## src/rtl/pc_gen.sv

```systemverilog
// Fetch program-counter generator: holds the fetch PC, drives the instruction
// SRAM chip enable, and keeps a one-entry buffer for branches resolved during a stall.
module pc_gen #(
  parameter int unsigned WIDTH        = 32,
  parameter logic [31:0] RESET_VECTOR = 32'hbfc00000,
  parameter logic [31:0] EXC_VECTOR   = 32'hbfc00380,
  parameter int unsigned INC          = 4
) (
  input  logic             clk,
  input  logic             rst,
  input  logic             en,
  input  logic             exc,
  input  logic             eret,
  input  logic [WIDTH-1:0] epc,
  input  logic             br_taken,
  input  logic [WIDTH-1:0] br_target,
  output logic [WIDTH-1:0] pc,
  output logic [WIDTH-1:0] pc_plus,
  output logic             ce,
  output logic             pc_adel,
  output logic             redirect_pending
);

  localparam logic [WIDTH-1:0] RST_PC  = WIDTH'(RESET_VECTOR);
  localparam logic [WIDTH-1:0] EXC_PC  = WIDTH'(EXC_VECTOR);
  localparam logic [WIDTH-1:0] INC_VAL = WIDTH'(INC);

  logic [WIDTH-1:0] pending_target;
  logic [WIDTH-1:0] pc_next;
  logic [WIDTH-1:0] pending_target_next;
  logic             pending_valid_next;

  assign pc_plus = pc + INC_VAL;
  assign pc_adel = (pc[1:0] != 2'b00);

  // ce low means boot hold: every control input is ignored and pc stays put.
  always_comb begin
    pc_next             = pc;
    pending_valid_next  = redirect_pending;
    pending_target_next = pending_target;
    if (ce) begin
      if (exc) begin
        pc_next            = EXC_PC;
        pending_valid_next = 1'b0;
      end else if (eret) begin
        pc_next            = epc;
        pending_valid_next = 1'b0;
      end else if (en && br_taken) begin
        pc_next            = br_target;
        pending_valid_next = 1'b0;
      end else if (en && redirect_pending) begin
        pc_next            = pending_target;
        pending_valid_next = 1'b0;
      end else if (en) begin
        pc_next = pc_plus;
      end else if (br_taken) begin
        pending_valid_next  = 1'b1;
        pending_target_next = br_target;
      end
    end
  end

  always_ff @(posedge clk) begin
    if (rst) begin
      ce               <= 1'b0;
      pc               <= RST_PC;
      redirect_pending <= 1'b0;
      pending_target   <= '0;
    end else begin
      ce               <= 1'b1;
      pc               <= pc_next;
      redirect_pending <= pending_valid_next;
      pending_target   <= pending_target_next;
    end
  end

endmodule

```

## config.mk

```make
export PLATFORM = sky130hd
export DESIGN_NAME = pc_gen
export DESIGN_NICKNAME = d
export VERILOG_FILES = /design/src/rtl/pc_gen.sv
export SDC_FILE = /design/constraint.sdc
export NUM_CORES = 1
export LEC_CHECK = 0
export ABC_AREA = 1
export BUFFER_PORTS_ARGS = -buffer_cell sky130_fd_sc_hd__buf_2
export CORE_AREA = 2 2 129 119
export DETAILED_ROUTE_END_ITERATION = 8
export DIE_AREA = 0 0 131 121
export SYNTH_ARGS = -nofsm -noshare
export SYNTH_HDL_FRONTEND = slang
export SYNTH_SLANG_ARGS = --single-unit
```

## constraint.sdc

```tcl
create_clock -name clk -period 1.5 [get_ports clk]
set_input_delay 0.075 -clock clk [delete_from_list [all_inputs] [get_ports clk]]
set_output_delay 0.075 -clock clk [all_outputs]
set_load 0.02 [all_outputs]
```

==> results of run 1 <==
-- routing by layer --
metal  global-route usage (%)  part of all wire (%)  vias up
li1                         -                     -     2846
met1                     28.6                    43     2599
met2                     34.6                    47      187
met3                     5.60                   7.7       19
met4                     5.59                   2.0        0
met5                        0                     0        -
-- metrics by stage --
step	TNS, ns	std cells	setup WS, ns	total power (W)
4_1_cts	-8.66	1180	-0.351	0.00509
3_5_place_dp	-2.20	1145	-0.220	0.00299
5_1_grt	-15.11	1193	-0.441	0.00541
3_3_place_gp	-2.47	1145	-0.219	0.00299
6_report	-10.49	1193	-0.360	0.00514
2_1_floorplan	-0.171	740	-0.0685	0.00250
-- area by class of cell --
class	instances	area, um2	area share (%)
sequential	66	1400	18.7
timing repair buffer	278	2060	27.5
multi-input combinational	558	3220	42.8
tap	198	248	3.30
clock inverter	2	12.5	0.167
inverter	77	304	4.05
clock buffer	14	264	3.51
-- layout by cell type (no fill, tap or decap), types with 3 or more instances in the layout --
| cell | synthesis | routed |
|---|---|---|
| inv_1 | 72 | 63 |
| buf_12 | 0 | 9 |
| o21ai_2 | 0 | 3 |
| nand3_2 | 1 | 15 |
| nand3_1 | 30 | 13 |
| clkinv_1 | 3 | 3 |
| clkbuf_16 | 0 | 9 |
| dfxtp_1 | 66 | 40 |
| clkbuf_1 | 31 | 3 |
| dfxtp_2 | 0 | 6 |
| a21oi_2 | 0 | 6 |
| o211ai_1 | 8 | 8 |
| dfxtp_4 | 0 | 20 |
| nand2_4 | 0 | 19 |
| o21ai_0 | 50 | 45 |
| nand2_2 | 2 | 44 |
| xnor2_2 | 0 | 3 |
| xor2_2 | 0 | 3 |
| buf_2 | 5 | 116 |
| nand2_1 | 260 | 199 |
| buf_6 | 0 | 41 |
| nand3_4 | 0 | 3 |
| xnor2_4 | 0 | 4 |
| nor2_4 | 3 | 22 |
| nor2_1 | 73 | 44 |
| inv_2 | 2 | 9 |
| a21oi_1 | 99 | 93 |
| o21bai_1 | 3 | 3 |
| nor2_2 | 3 | 13 |
| buf_4 | 3 | 112 |
-- registers in the layout (all words and copies together) (netlist names) --
signal and cells:
redirect_pending 1, ce 1, pc 32, pending_target 32
-- worst max-delay path: cells and delay by family, from the launching register on --
family / cells / cell delay [ns]
and+or+nand+nor: 2 / 0.32
adders and majority gates: 1 / 0.16
xor gates and xnor gates: 1 / 0.16
buffers and inverters: 3 / 0.41
DFF: 1 / 0.38
-- worst max-delay path by stage --
stage,startpoint,endpoint,slack [ns],cells after the start
after floorplan,pc[2],pc[6],-0.07,7
after global routing,pc[5],pc_plus[15],-0.44,10
final,pc[3],pc_plus[8],-0.36,7
after global placement,pc[12],pc[15],-0.22,11
after detailed placement,pc[12],pc[15],-0.22,11
after CTS,pc[2],pc_plus[12],-0.35,8
-- report_power, final --
part | switching, W | internal [W]
combinational | 0.000708 | 0.000542
sequential | 0.0000714 | 0.00181
clock | 0.000806 | 0.00121
total | 0.00158 | 0.00356
-- Yosys cell counts, types with 3 or more instances --
library cell,count,share of area [%]
a21oi_1,99,12
buf_2,5,0.58
buf_4,3,0.53
clkbuf_1,31,2.7
clkinv_1,3,0.26
dfxtp_1,66,31
inv_1,72,6.3
nand2_1,260,23
nand3_1,30,3.5
nor2_1,73,6.4
nor2_2,3,0.44
nor2_4,3,0.79
o211ai_1,8,1.4
o21ai_0,50,5.8
o21bai_1,3,0.53
xnor2_1,8,1.6
xor2_1,5,1.0
-- logic make-up (layout without fill, tap and decap cells) --
| group | after synthesis | after routing | synth area share (%) |
|---|---|---|---|
| and+or+nand+nor | 381 | 381 | 35.7 |
| AOI/OAI and AO/OA | 163 | 163 | 19.9 |
| buffers and inverters | 116 | 371 | 10.6 |
| DFF | 66 | 66 | 30.8 |
| xor gates and xnor gates | 13 | 13 | 2.66 |
| adders and majority gates | 1 | 1 | 0.292 |
-- repair_timing --
item,in CTS,in global routing
setup endpoints to repair,48,59
hold buffers,0,0
pin swaps,33,30
buffers inserted,20,14
cloned,0,0
gates resized for setup,131,132
==> metrics.md, run 1 <==
| Metric | Value |
|---|---|
| Status | `complete, but fails checks` |
| Failing checks | `negative setup slack` |
| Nets | `about 1100` |
| Largest net degree at the start of global routing | `35` |
| Critical Path AT | `approximately 1.8 ns` |
| Setup Viol. Count Final | `between 40 and 50` |
| Clock latency on the worst-skew pair | `0.35 ns` |
| CP max FO | `4` |
| Syn-to-layout area delta | `75.4%` |
| Clk_skew | `~0.0092 ns` |
| N_diodes | `0` |
| Design Area, Final | `between 7000 and 8000 um2` |
| # fillers | `~1400` |
| Critical Path Source Type | `flip-flop` |
| RSZ-0062 raised after global routing | `true` |
| Hold EP | `pending_target[8]` |
| Placement Cell Area | `roughly 6000 um2` |
| Critical R2R Launch | `pc[3]` |
| F_max | `0.538 GHz` |
| Critical path's most frequent cell | `buf_4` |
| Layout cells sized above 1 | `around 47%` |
| Clk sinks | `66` |
| DRC viols | `0` |
| IO Pins | `137` |
| Routed wire length per instance | `14.7 um` |
| CTS buffer count | `9` |
| Final worst-path cycle share | `124%` |
| Worst IR Drop VDD | `between 500 and 600 uV` |
| Initial Util | `slightly below 30%` |
| Synth Cell Area | `roughly 4300 um2` |
| Max incr delay on CP | `0.38 ns` |
| Static Leak | `approximately 3.6 nW` |
| Max_slew headroom | `70.7%` |
| Die footprint | `~16000 um2` |
| Max Cap Viol | `0` |
| Critical path's slowest cell | `dfxtp_4` |
| Total grt overflow | `0` |
| Fin crit period | `roughly 1.9 ns` |
| Hpwl dp | `about 12000 um` |
| Worst hold slack | `0.0242 ns` |
| Core area | `about 14000 um2` |
| Max Root-Sink Buffers | `2` |
| Ys async rst share | `0%` |
| Post-Route WL | `between 15000 and 20000 um` |
| GPL Wtd Cong | `0.914` |
| R2R Path End | `pc[16]` |
| First-pass GRT wire length | `around 26000 um` |
| Row Count | `between 40 and 50` |
| Net Count, Synth | `just over 800` |
| Max-slew violation count | `0` |
| Vias/cell | `4.74` |
| Hold depth | `3` |
| Crit end category | `primary output` |
| Syn Area/Cell | `just under 6 um2` |
| Req. time, crit path | `between 1 and 1.5 ns` |
| Initial drt markers | `between 300 and 400` |
| Main synth FF type | `dfxtp_1` |
| Synth warnings | `0` |
| Post-synthesis sequential area ratio | `between 30 and 40%` |
| PortBufs | `between 100 and 150` |
| Global Route Usage Sum | `between 20% and 30%` |
| Die Span X | `roughly 130 um` |
| Initial antenna violation count | `0` |
| Overall die height | `around 120 um` |
| Post-synth EDFFs | `0` |
| Utilization after layout | `about half` |
| Netlist cell types | `28` |
| Depth of the most critical reg-to-reg path | `12` |
| Cells after Synth | `740` |
| Flop2flop setup slack | `-0.27 ns` |
| DRT antenna net count | `0` |
| Worst-margin pin slew | `between 0.4 and 0.5 ns` |
| Seq cells post-synth | `66` |
| Final worst setup slack | `-0.360 ns` |
| Crit-path cells | `ha_4 > nand3_4 > nor2_4 > buf_4 > xor2_2 > buf_4 > buf_4` |
| Vias | `5651` |
| CTS tree | `done` |
| P per Cell Area | `a little under 700 nW/um2` |
| Htree depth | `3` |
| CTS root buffer | `clkbuf_16` |
| Drt first pass iters | `6` |
| HP Class | `input pin to flip-flop` |
| Hold_sp | `br_target[8]` |
| Crit path kind | `flip-flop to primary output` |
| Vias in the first global route | `roughly 5200` |
| Clock-pin slew on the worst setup and hold paths | `~0.060 ns` |
| Hold Vio Cnt, Final | `0` |
No activity file was read; power rests on OpenSTA's default activity.
==> run 2, diff against run 1 <==
--- a/config.mk
+++ b/config.mk
@@ -7,9 +7,10 @@
 export LEC_CHECK = 0
 export ABC_AREA = 1
 export BUFFER_PORTS_ARGS = -buffer_cell sky130_fd_sc_hd__buf_2
-export CORE_AREA = 2 2 129 119
+export CAP_MARGIN = 0
+export CORE_AREA = 3 3 130 120
 export DETAILED_ROUTE_END_ITERATION = 8
-export DIE_AREA = 0 0 131 121
+export DIE_AREA = 0 0 133 123
 export SYNTH_ARGS = -nofsm -noshare
 export SYNTH_HDL_FRONTEND = slang
 export SYNTH_SLANG_ARGS = --single-unit
==> metrics.md, run 2 (synthesis gave the netlist of run 1 again) <==
| Metric | Value |
|---|---|
| Max-slew violation count | `0` |
| Clock-pin slew on the worst setup and hold paths | `~0.05 ns` |
| DRC viols | `0` |
| First-pass GRT wire length | `27100 um` |
| Syn-to-layout area delta | `73.7%` |
| Max Root-Sink Buffers | `2` |
| Initial Util | `about 30%` |
| Overall die height | `123 um` |
| Hold Vio Cnt, Final | `0` |
| PortBufs | `136` |
| Cell Int Power | `~0.0038 W` |
| Routed wire length per instance | `between 10 and 15 um` |
| P per Cell Area | `about 720 nW/um2` |
| Max Cap Viol | `0` |
| Clk sinks | `66` |
| Design Area, Final | `between 7000 and 8000 um2` |
| Commonest cells after routing, fill and taps aside | `nand2_1, buf_2, buf_4` |
| DRT antenna net count | `0` |
| HP Class | `input pin to flip-flop` |
| Htree depth | `3` |
| Fin crit period | `~1.8 ns` |
| Global Route Usage Sum | `about a fifth` |
| IO Pins | `137` |
| Clk_skew | `around 0.0064 ns` |
| Layout cells sized above 1 | `about 47%` |
| Crit end category | `primary output` |
| Clk pwr share | `41.1%` |
| Worst hold slack | `roughly 0.023 ns` |
| N_diodes | `0` |
| Worst IR Drop VDD | `approximately 630 uV` |
| Dpl ws | `-0.205 ns` |
| Die Span X | `about 130 um` |
| TNS Setup | `-7.46 ns` |
| Post-Route WL | `between 15000 and 20000 um` |
| Failing checks | `negative setup slack` |
| Most common cell after layout, fill and taps aside | `nand2_1` |
| RSZ-0062 raised after global routing | `true` |
| Placement Cell Area | `between 6000 and 7000 um2` |
| Critical Path Source Type | `flip-flop` |
| Req. time, crit path | `roughly 1.4 ns` |
| Crit path kind | `flip-flop to primary output` |
| Row Count | `42` |
| Largest regs | `pc: 32 flops, pending_target: 32 flops` |
| Total grt overflow | `0` |
| Largest net degree at the start of global routing | `34` |
| Die footprint | `16400 um2` |
| Setup Viol. Count Final | `48` |
| Psw | `approximately 0.0016 W` |
| Hpwl dp | `around 12000 um` |
| Final worst-path cycle share | `121%` |
| Vias | `between 5000 and 6000` |
| Worst-margin pin slew | `0.460 ns` |
| Static Leak | `around 3.5 nW` |
| CP max FO | `4` |
| Vias in the first global route | `between 5000 and 6000` |
| CTS tree | `done` |
| CTS buffer count | `9` |
| Initial antenna violation count | `0` |
| Core area | `roughly 14000 um2` |
| Comb power frac | `around a quarter` |
| Vias/cell | `approximately 4.7` |
| F_max | `~0.55 GHz` |
| Seq pwr share | `around a third` |
| Hold Buf Count CTS | `0` |
| Clock latency on the worst-skew pair | `approximately 0.35 ns` |
| Nets | `approximately 1000` |
| Switching share of power | `between 20% and 30%` |
| # fillers | `~1400` |
| CTS root buffer | `clkbuf_16` |
| Final worst setup slack | `-0.321 ns` |
| Drt first pass iters | `5` |
| Critical Path AT | `between 1.5 and 2 ns` |
| Initial drt markers | `228` |
| Status | `complete, but fails checks` |
| Max_slew headroom | `a little under 70%` |
| GPL Wtd Cong | `between 0.8 and 0.9` |
run 2: per-layer routing:
metal	routed length [um]	up-vias	track usage (%)	part of all wire [%]
met3	1140	26	5.37	6.5
met4	363	0	6.04	2.1
li1	-	2811	-	-
met2	8230	186	35.1	47
met5	0	-	0	0
met1	7720	2533	27.5	44
run 2: path summary, 6_finish.rpt:
kind	from	endpoint	slack [ns]	cells after the start
worst max-delay path	pc[3]	pc_plus[24]	-0.32	9
worst min-delay path	br_target[27]	pending_target[27]	0.02	3
worst max register to register	pc[4]	pc[23]	-0.17	15
worst min register to register	pending_target[2]	pending_target[2]	0.44	2
run 2: per-stage QoR:
stage               util (%)  power (W)  instances
floorplan                  -    0.00250        740
global placement        41.5    0.00299       1142
detailed placement      41.5    0.00299       1142
CTS                     49.1    0.00532       1176
global route            51.5    0.00559       1175
finish                  51.5    0.00534       1175
run 2: cell type report:
class,instances,area [um2],share of cell area (%)
timing repair buffer,261,1920,25.8
clock inverter,2,35.0,0.471
multi-input combinational,558,3280,44.1
sequential,66,1390,18.7
tap,198,248,3.33
clock buffer,13,270,3.63
inverter,77,294,3.95
run 2: worst max-delay path: stages, from the launching register on:
cell	delay, ns
dfxtp_4	0.38
ha_4	0.16
nand3_4	0.10
nor2_4	0.20
buf_6	0.15
nand2_2	0.06
nand2_2	0.10
buf_6	0.10
nand2_4	0.03
buf_6	0.12
run 2: timing repair:
action,CTS,global route
pin swaps,65,45
buffers inserted,28,6
setup endpoints to repair,50,58
gates resized for setup,185,106
run 2: power groups by stage:
stage               registers, W  logic (W)  clock network [W]
finish                   0.00189    0.00126            0.00220
global route             0.00189    0.00138            0.00232
CTS                      0.00188    0.00119            0.00224
detailed placement       0.00191    0.00108                  0
global placement         0.00191    0.00108                  0
floorplan                0.00199   0.000511                  0
==> run 3, diff against run 2 <==
--- a/config.mk
+++ b/config.mk
@@ -9,6 +9,7 @@
 export BUFFER_PORTS_ARGS = -buffer_cell sky130_fd_sc_hd__buf_2
 export CAP_MARGIN = 0
 export CORE_AREA = 3 3 130 120
+export CTS_BUF_LIST = sky130_fd_sc_hd__clkbuf_16
 export DETAILED_ROUTE_END_ITERATION = 8
 export DIE_AREA = 0 0 133 123
 export SYNTH_ARGS = -nofsm -noshare
==> metrics.md, run 3 (synthesis gave the netlist of run 1 again) <==
| Metric | Value |
|---|---|
| Nets | `between 1000 and 1500` |
| Max incr delay on CP | `0.38 ns` |
| Max_slew headroom | `a little over two thirds` |
| Routed wire length per instance | `14.9 um` |
| Layout cells sized above 1 | `approximately 46%` |
| Placement Cell Area | `6000 um2` |
| Worst IR Drop VDD | `roughly 600 uV` |
| Most common cell after layout, fill and taps aside | `nand2_1` |
| HP Class | `input pin to flip-flop` |
| Initial drt markers | `between 200 and 250` |
| DRC viols | `0` |
| Total grt overflow | `0` |
| Failing checks | `negative setup slack` |
| Max Cap Viol | `0` |
| Clk_skew | `0.00675 ns` |
| Initial Util | `~30%` |
| CTS root buffer | `clkbuf_16` |
| Hold Buf Count CTS | `0` |
| Largest net degree at the start of global routing | `34` |
| CTS buffer count | `9` |
| Crit end category | `primary output` |
| Setup Viol. Count Final | `46` |
| Vias | `5583` |
| Hpwl dp | `between 10000 and 15000 um` |
| IO Pins | `around 140` |
| CP bufs+invs | `2` |
| N_diodes | `0` |
| Hold Vio Cnt, Final | `0` |
| Critical path's slowest cell | `dfxtp_4` |
| Row Count | `42` |
| Static Leak | `3.53 nW` |
| Critical Path AT | `about 1.8 ns` |
| Crit-path cells | `ha_4 > nand3_4 > nor2_4 > nand2_4 > o21ai_2 > buf_4 > nand2_4 > buf_6` |
| Commonest cells after routing, fill and taps aside | `nand2_1, buf_2, buf_4` |
| Design Area, Final | `~7400 um2` |
| CP max FO | `4` |
| Worst-margin pin slew | `between 0.4 and 0.5 ns` |
| Post-Route WL | `about 18000 um` |
| DRT antenna net count | `0` |
| Status | `complete, but fails checks` |
| Final worst setup slack | `-0.326 ns` |
| Die Span X | `133 um` |
| Fin crit period | `~1.8 ns` |
| Vias/cell | `roughly 4.7` |
| Crit path kind | `flip-flop to primary output` |
| Clk sinks | `66` |
| Critical Path Source Type | `flip-flop` |
| Clock latency on the worst-skew pair | `approximately 0.35 ns` |
| GPL Wtd Cong | `between 0.8 and 0.9` |
| Htree depth | `3` |
| PortBufs | `around 140` |
| Die footprint | `16400 um2` |
| F_max | `~0.55 GHz` |
| Global Route Usage Sum | `21.0%` |
| Initial antenna violation count | `0` |
| Drt first pass iters | `5` |
| First-pass GRT wire length | `roughly 27000 um` |
| Syn-to-layout area delta | `72.4%` |
| Max Root-Sink Buffers | `2` |
| Final worst-path cycle share | `122%` |
| Req. time, crit path | `1.42 ns` |
| Max-slew violation count | `0` |
| TNS Setup | `-7.94 ns` |
| Clock-pin slew on the worst setup and hold paths | `approximately 0.050 ns` |
| RSZ-0062 raised after global routing | `true` |
| CTS tree | `done` |
| Cell family with most CP delay | `simple AND/OR/NAND/NOR gates` |
| Largest regs | `pc: 32 flops, pending_target: 32 flops` |
| Vias in the first global route | `roughly 5300` |
| Overall die height | `123 um` |
| Core area | `between 10000 and 15000 um2` |
| Critical path's most frequent cell | `nand2_4` |
| Utilization after layout | `around half` |
| P per Cell Area | `about 700 nW/um2` |
==> run 3: cell types whose count changed in the layout (fill, tap and decap cells not counted), moves of 3 or more <==
| cell | previous run | this run |
|---|---|---|
| clkinv_1 | 3 | 6 |
| nor2_4 | 22 | 26 |
| nand2_1 | 196 | 201 |
| nor2_2 | 17 | 12 |
| buf_4 | 97 | 100 |
| nand2_4 | 22 | 19 |
| clkbuf_8 | 3 | 0 |
| nand3_2 | 17 | 20 |
==> run 3: area by class of cell <==
cell class	count	area [um2]
clock buffer	9	225
sequential	66	1390
inverter	77	292
timing repair buffer	263	1930
tap	198	248
multi-input combinational	558	3250
fill	1380	7070
clock inverter	6	50.0
==> run 3: timing repair <==
action                     CTS  global route
pin swaps                   52            47
setup buffers               24             8
setup endpoints to repair   50            58
cloned                       0             0
gates resized for setup    166           108
==> run 3: worst reg2reg max path, stage by stage, from the launching register on <==
cell	delay [ns]
dfxtp_4	0.38
nand2_4	0.07
buf_4	0.14
nor2_4	0.09
nand2_2	0.07
nor2_4	0.14
nand2_2	0.07
nand2_2	0.08
buf_4	0.10
buf_4	0.09
nand3_1	0.05
nand2_1	0.06
nand2_1	0.04
nand2_1	0.05
nand2_1	0.05
nand2_1	0.05
nand2_1	0.05
==> run 3: final timing paths <==
path | start | end | slack, ns | cells after the start
setup / recovery | pc[3] | pc_plus[20] | -0.33 | 8
hold / removal | br_target[27] | pending_target[27] | 0.02 | 3
setup reg to reg | pc[14] | pc[29] | -0.18 | 16
hold reg to reg | pending_target[2] | pending_target[2] | 0.44 | 2
==> run 3: where the power goes <==
group          internal, W  switching [W]
Clock              0.00125       0.000803
Sequential         0.00182      0.0000711
Combinational     0.000541       0.000711
==> run 3: per-layer routing <==
| layer | vias to the layer above | GRT usage, % | share of wire, % |
|---|---|---|---|
| li1 | 2809 | - | - |
| met1 | 2555 | 27.4 | 44 |
| met2 | 192 | 34.3 | 47 |
| met3 | 27 | 5.45 | 6.8 |
| met4 | 0 | 6.62 | 2.2 |
| met5 | - | 0 | 0 |
==> run 3: per-stage QoR <==
stage | cells | total power, W | hold WS [ns] | setup slack, ns
after global routing | 1177 | 0.00543 | 0.0290 | -0.400
after global placement | 1142 | 0.00299 | 0.369 | -0.170
after floorplan | 740 | 0.00250 | 0.266 | -0.0685
after detailed placement | 1142 | 0.00299 | 0.374 | -0.205
final | 1177 | 0.00519 | 0.0237 | -0.326
after CTS | 1174 | 0.00514 | 0.0158 | -0.297
